File: src/rtl/clock_switch_ctrl.sv
// clock_switch_ctrl: sequencer for every CPU clock-source change.
// Synchronizes and debounces the speed switch and JP2-JP4 jumpers. Waits for
// an idle 68000 bus cycle, then gates CLKCPU, reprograms the selector one-hots
// and bank, waits for settling and ungates. Falls back to C7M when the PLL
// loses lock while a PLL-derived clock is applied.
// Ports:
//   C7M, RESET                  sole clock / synchronous active-high reset
//   CPU_SPEED_SWITCH            1 = stock C7M, 0 = turbo code {JP2,JP3,JP4}
//   JP2, JP3, JP4               turbo code jumpers (asynchronous)
//   AS_CPU_n, DTACK_CPU_n       bus idle when both high (already C7M domain)
//   PLL_LOCK                    PLL lock (asynchronous)
//   CLKSEL0, CLKSEL1            selector one-hots (C7M..C28M / C33M..OSC)
//   BANK_SEL, USE_C7M           selector bank / C7M bypass
//   CLK_EN                      CPU clock gate enable
//   BUSY, LOCK_FAULT, APPLIED   sequencing, sticky lock fault, applied code
module clock_switch_ctrl #(
    parameter int unsigned SYNC_STAGES     = 2,
    parameter int unsigned DEBOUNCE_CYCLES = 16,
    parameter int unsigned GATE_CYCLES     = 2,
    parameter int unsigned SETTLE_CYCLES   = 8
) (
    input  logic       C7M,
    input  logic       RESET,
    input  logic       CPU_SPEED_SWITCH,
    input  logic       JP2,
    input  logic       JP3,
    input  logic       JP4,
    input  logic       AS_CPU_n,
    input  logic       DTACK_CPU_n,
    input  logic       PLL_LOCK,
    output logic [3:0] CLKSEL0,
    output logic [3:0] CLKSEL1,
    output logic       BANK_SEL,
    output logic       USE_C7M,
    output logic       CLK_EN,
    output logic       BUSY,
    output logic       LOCK_FAULT,
    output logic [3:0] APPLIED
);

    localparam int unsigned DB_W   = (DEBOUNCE_CYCLES > 1) ? $clog2(DEBOUNCE_CYCLES) : 1;
    localparam int unsigned TM_MAX = (GATE_CYCLES > SETTLE_CYCLES) ? GATE_CYCLES : SETTLE_CYCLES;
    localparam int unsigned TM_W   = (TM_MAX > 1) ? $clog2(TM_MAX) : 1;

    localparam logic [DB_W-1:0] DB_LAST     = DB_W'(DEBOUNCE_CYCLES - 1);
    localparam logic [TM_W-1:0] GATE_LAST   = TM_W'(GATE_CYCLES - 1);
    localparam logic [TM_W-1:0] SETTLE_LAST = TM_W'(SETTLE_CYCLES - 1);

    localparam logic [3:0] C7M_CODE = 4'b1000;
    // Synchronizer reset image {sw, jp2, jp3, jp4, lock}: requests stock C7M.
    localparam logic [4:0] SYNC_RST = 5'b10000;

    localparam logic [2:0] S_IDLE     = 3'd0;
    localparam logic [2:0] S_WAIT_BUS = 3'd1;
    localparam logic [2:0] S_GATE_OFF = 3'd2;
    localparam logic [2:0] S_SELECT   = 3'd3;
    localparam logic [2:0] S_SETTLE   = 3'd4;
    localparam logic [2:0] S_GATE_ON  = 3'd5;

    function automatic logic needs_pll(input logic [3:0] t);
        return (t[3] == 1'b0) && (t[2:0] != 3'b000) && (t[2:0] != 3'b111);
    endfunction

    // Input synchronizer chain
    logic [4:0] sync_q [SYNC_STAGES];

    always_ff @(posedge C7M) begin
        if (RESET) begin
            for (int unsigned i = 0; i < SYNC_STAGES; i++) sync_q[i] <= SYNC_RST;
        end else begin
            sync_q[0] <= {CPU_SPEED_SWITCH, JP2, JP3, JP4, PLL_LOCK};
            for (int unsigned i = 1; i < SYNC_STAGES; i++) sync_q[i] <= sync_q[i-1];
        end
    end

    logic [4:0] sync_out;
    logic       sw_s;
    logic [2:0] jp_s;
    logic       lock_s;
    logic [3:0] req;

    assign sync_out = sync_q[SYNC_STAGES-1];
    assign sw_s     = sync_out[4];
    assign jp_s     = sync_out[3:1];
    assign lock_s   = sync_out[0];
    // Switch at stock ignores the jumper code entirely.
    assign req      = sw_s ? C7M_CODE : {1'b0, jp_s};

    // Debounce: cand holds last cycle's request, db_cnt counts repeats of it.
    logic [3:0]      cand;
    logic [3:0]      stable;
    logic [DB_W-1:0] db_cnt;
    logic [DB_W-1:0] db_cnt_nx;

    always_comb begin
        db_cnt_nx = db_cnt;
        if (req != cand) begin
            db_cnt_nx = '0;
        end else if (db_cnt != DB_LAST) begin
            db_cnt_nx = db_cnt + DB_W'(1);
        end
    end

    always_ff @(posedge C7M) begin
        if (RESET) begin
            cand   <= C7M_CODE;
            db_cnt <= '0;
            stable <= C7M_CODE;
        end else begin
            cand   <= req;
            db_cnt <= db_cnt_nx;
            // Latch on the edge where the count reaches its last value.
            if (db_cnt_nx == DB_LAST) stable <= req;
        end
    end

    // Sequencer
    logic [2:0]      state, state_nx;
    logic [TM_W-1:0] timer, timer_nx;
    logic [3:0]      target, target_nx;
    logic [3:0]      clksel0_nx, clksel1_nx, applied_nx;
    logic            bank_nx, use_nx, clk_en_nx, busy_nx, fault_nx;
    logic            bus_idle, fallback;
    logic [3:0]      pending;

    assign bus_idle = AS_CPU_n && DTACK_CPU_n;
    assign fallback = !lock_s && needs_pll(APPLIED);
    assign pending  = fallback ? C7M_CODE : stable;

    always_comb begin
        state_nx   = state;
        timer_nx   = timer;
        target_nx  = target;
        clksel0_nx = CLKSEL0;
        clksel1_nx = CLKSEL1;
        bank_nx    = BANK_SEL;
        use_nx     = USE_C7M;
        applied_nx = APPLIED;
        fault_nx   = LOCK_FAULT;

        case (state)
            S_IDLE: begin
                if ((stable != APPLIED) || fallback) state_nx = S_WAIT_BUS;
            end
            S_WAIT_BUS: begin
                if (pending == APPLIED) begin
                    state_nx = S_IDLE;
                end else if (fallback) begin
                    // Lock loss does not wait for an idle bus.
                    state_nx  = S_GATE_OFF;
                    target_nx = C7M_CODE;
                    fault_nx  = 1'b1;
                    timer_nx  = '0;
                end else if (bus_idle && (lock_s || !needs_pll(pending))) begin
                    state_nx  = S_GATE_OFF;
                    target_nx = pending;
                    timer_nx  = '0;
                end
            end
            S_GATE_OFF: begin
                if (timer == GATE_LAST) begin
                    state_nx = S_SELECT;
                    timer_nx = '0;
                end else begin
                    timer_nx = timer + TM_W'(1);
                end
            end
            S_SELECT: begin
                use_nx     = target[3];
                bank_nx    = target[2];
                // Only the selected bank is rewritten; the other keeps its value.
                if (target[2]) clksel1_nx = 4'b0001 << target[1:0];
                else           clksel0_nx = 4'b0001 << target[1:0];
                applied_nx = target;
                state_nx   = S_SETTLE;
                timer_nx   = '0;
            end
            S_SETTLE: begin
                if (timer == SETTLE_LAST) state_nx = S_GATE_ON;
                else                      timer_nx = timer + TM_W'(1);
            end
            S_GATE_ON: begin
                state_nx = S_IDLE;
            end
            default: begin
                state_nx = S_IDLE;
            end
        endcase

        clk_en_nx = !(state_nx inside {S_GATE_OFF, S_SELECT, S_SETTLE});
        busy_nx   = (state_nx != S_IDLE);
    end

    always_ff @(posedge C7M) begin
        if (RESET) begin
            state      <= S_IDLE;
            timer      <= '0;
            target     <= C7M_CODE;
            CLKSEL0    <= 4'b0001;
            CLKSEL1    <= 4'b0001;
            BANK_SEL   <= 1'b0;
            USE_C7M    <= 1'b1;
            CLK_EN     <= 1'b1;
            BUSY       <= 1'b0;
            LOCK_FAULT <= 1'b0;
            APPLIED    <= C7M_CODE;
        end else begin
            state      <= state_nx;
            timer      <= timer_nx;
            target     <= target_nx;
            CLKSEL0    <= clksel0_nx;
            CLKSEL1    <= clksel1_nx;
            BANK_SEL   <= bank_nx;
            USE_C7M    <= use_nx;
            CLK_EN     <= clk_en_nx;
            BUSY       <= busy_nx;
            LOCK_FAULT <= fault_nx;
            APPLIED    <= applied_nx;
        end
    end

endmodule

File: config.mk
export PLATFORM = sky130hd
export DESIGN_NAME = clock_switch_ctrl
export DESIGN_NICKNAME = d
export VERILOG_FILES = /design/src/rtl/clock_switch_ctrl.sv
export SDC_FILE = /design/constraint.sdc
export NUM_CORES = 1
export LEC_CHECK = 0
export BUFFER_PORTS_ARGS = -buffer_cell sky130_fd_sc_hd__buf_2
export CORE_MARGIN = 2
export CORE_UTILIZATION = 40
export DETAILED_ROUTE_END_ITERATION = 6
export SLEW_MARGIN = 10
export SYNTH_ARGS = -nofsm -noshare
export SYNTH_HDL_FRONTEND = slang
export SYNTH_SLANG_ARGS = --single-unit
File: constraint.sdc
create_clock -name C7M -period 1.75 [get_ports C7M]
set_clock_uncertainty 0.05 [all_clocks]
set_input_delay 0.4375 -clock C7M [delete_from_list [all_inputs] [get_ports C7M]]
set_output_delay 0.4375 -clock C7M [all_outputs]
set_load 0.005 [all_outputs]
==> metrics.yaml <==
whs_endpoint: "sync_q[0][4]"
finalCritPeriodShare_pct: 100
syn_nets: 230
critPathKind: "register to register"
fill_cells: 485
overflow: 0
finalHoldViolCount: 0
p_leak_nw: 1.11
synth_area_leaders: "dfxtp_1, nor2_1, nor2b_1"
die-width_um: 75.1
crit_arrival_ps: 1880
hold_start: "CPU_SPEED_SWITCH"
rsz0062_at_grt: "yes"
min_period_ps: 1750
path_clk_slew_ps: 80
syn2layout_area_growth_pct: 27.7
p_sw_mw: 0.397
root_buffer: "clkbuf_8"
crit_slowest_cell: "or4_4"
peakVddDrop_mv: 0.566
fmax_ghz: 0.571
synthArstFlopShare_pct: 0
worstSkewPairLatency_ps: 290
max_slew_margin_pct: 74.1
max_stage_delay_ps: 500
dieArea_um2: 5650
synth_compound_area_share_pct: 11.8
netlist_instances: 217
start_util_pct: 42.0
first_iter_violations: 40
track_usage_pct: 14.7
placed_cell_area_um2: 2380
synth_xor_area_share_pct: 3.03
synthAdderAreaFrac_pct: 2.47
hold_class: "input pin to register"
hold_ws_ps: 278
r2r-start: "APPLIED[1]"
r2r_cells: 5
pwr-share-comb_pct: 4.9
p_int_mw: 1.60
seq_area_frac_synth_pct: 46.5
antenna_found_initial: 0
route.detailed.drc: 0
yosys.area.top_type: "dfxtp_1"
p_clk_share_pct: 40.3
antenna_cells: 0
worstSetupEndpointType: "register"
netlist_top_cells_count: "dfxtp_1, nor2_1, nand2_1, nor2b_1, inv_1"
synth-seq-cells: 47
cts_buffer_depth: 2
dieHeight_um: 75.1
cts_hold_buffers: 0
fin_cells: 337
switching_share_pct: 19.9
setup_viol: 1
synth-simple-area-share_pct: 25.4
status: "complete, but fails checks"
r2r_end: "timer[2]"
start_kind: "register"
avgSynthCellArea_um2: 9.33
core_um2: 4820
crit_family: "simple AND/OR/NAND/NOR gates"
finalMaxSlewViolations: 0
post-route-worst-setup-slack_ps: -0.649
synth.distinct_cells: 45
dp_cells: 328
h-tree-depth: 2
wl_um: 3720
finalPower_mw: 2.00
grt_start_max_net_pins: 22
synth_top_area_share_pct: 46.5
hpwlAfterDp_um: 2810
synth.area.mux_share_pct: 5.19
path_buf_inv: 0
dr_total_vias: 1597
routed_via_density: 4.74
seqPwrFrac_pct: 54.8
port_buffers: 25
cts_sinks: 47
antenna_left: 0
synth_top_flop_cell: "dfxtp_1"
gp_congestion: 0.729
cts_tree: "yes"
crit_path_cell_trace: "nor3_1, or4_4, nor3b_2, nor4_4, mux2_2"
netlist_area_um2: 2020
violations: "negative setup slack"
first_pass_iters: 4
grt_pass1_vias: 1388
final_area_um2: 2580
p_per_area_nw_per_um2: 772
synth_edf_count: 0
finalCoreUtilization_pct: 53.7
yosysWarningCount: 0
cp_max_fo: 4
io_pins: 26
tightest_slew_ps: 384
whs_path_depth: 2
std_cell_rows: 25
final_nets: 282
grt_first_pass_wirelength_um: 6210
synth_most_common_cell: "dfxtp_1"
cp.required_ps: 1880
cts_buffers: 5
cap_violations: 0
wire_per_inst_um: 11.1
synth_top_family_by_area: "simple AND/OR/NAND/NOR gates"
drive_above_1_share_pct: 36.3
r2r_slack_ps: -0.6
## sequential cells by signal (all words and copies together) (netlist names), 3 cells and up
| register | flops |
|---|---|
| cand | 4 |
| CLKSEL1 | 4 |
| sync_q | 10 |
| state | 3 |
| CLKSEL0 | 4 |
| stable | 4 |
| db_cnt | 4 |
| target | 4 |
| APPLIED | 3 |
| timer | 3 |
## logic make-up (layout without fill, tap and decap cells)
family / after synthesis / count (layout)
AOI/OAI and AO/OA: 33 / 33
xor gates and xnor gates: 7 / 7
adders and majority gates: 4 / 4
buffers and inverters: 21 / 74
DFF: 47 / 47
muxes: 10 / 10
and+or+nand+nor: 95 / 95
## per-stage QoR
step                TNS, ps  setup slack [ps]
floorplan             -26.5             -26.5
global placement       -238             -68.9
detailed placement     -277             -96.7
CTS                   -54.3             -30.6
global route           -312             -74.7
finish               -0.649            -0.649
## layer usage
layer  GRT usage (%)  share of wire, %  vias up
met5               0                 0        -
met4            7.60               1.9        0
met3            2.95               2.8        5
met2            23.4                48       18
met1            18.8                47      723
li1                -                 -      851
## repair_timing
| action | in CTS | in global routing |
|---|---|---|
| pin swaps | 2 | 3 |
| buffers inserted | 1 | 0 |
| endpoints found under the setup margin | 8 | 13 |
| resized for setup | 10 | 11 |
## worst max path at each step
stage                            start         to  cells after the start
after floorplan           sync_q[0][9]  stable[3]                      5
after CTS                    stable[2]  target[3]                      6
after detailed placement      AS_CPU_n   timer[2]                      6
after global placement        AS_CPU_n   timer[1]                      6
final                       APPLIED[1]   timer[2]                      5
after global routing         stable[3]   timer[1]                      5
## cell usage in the layout (no fill, tap or decap), types with 3 or more instances in the layout
master	count
nor2_1	25
dfxtp_1	39
buf_4	31
xnor2_1	3
or2_2	4
dfxtp_2	8
nor2b_1	11
mux2i_1	6
a21oi_1	9
ha_1	4
buf_2	25
o32ai_1	4
xor2_1	4
clkbuf_8	6
nand2b_1	4
nor3_1	7
nand2_1	14
inv_1	10
mux2_2	3
and3_1	3
o21ai_0	7
nand3_1	6
## cell type report
type	instances	area, um2	share of cell area, %
clock buffers	6	82.6	3.19
clock inverters	2	35.0	1.36
inverters	10	37.5	1.45
multi-input cells	149	1040	40.1
flip-flops and latches	47	951	36.8
well taps	67	83.8	3.24
repair buffers	56	358	13.8
## power by group through the flow
stage               clock, mW  sequential (mW)  combinational (mW)
finish                  0.804             1.09              0.0973
global route            0.857             1.10               0.110
CTS                     0.838             1.09              0.0940
detailed placement          0             1.12              0.0939
global placement            0             1.12              0.0923
floorplan                   0             1.12              0.0544
(Power assumes the default switching activity.)
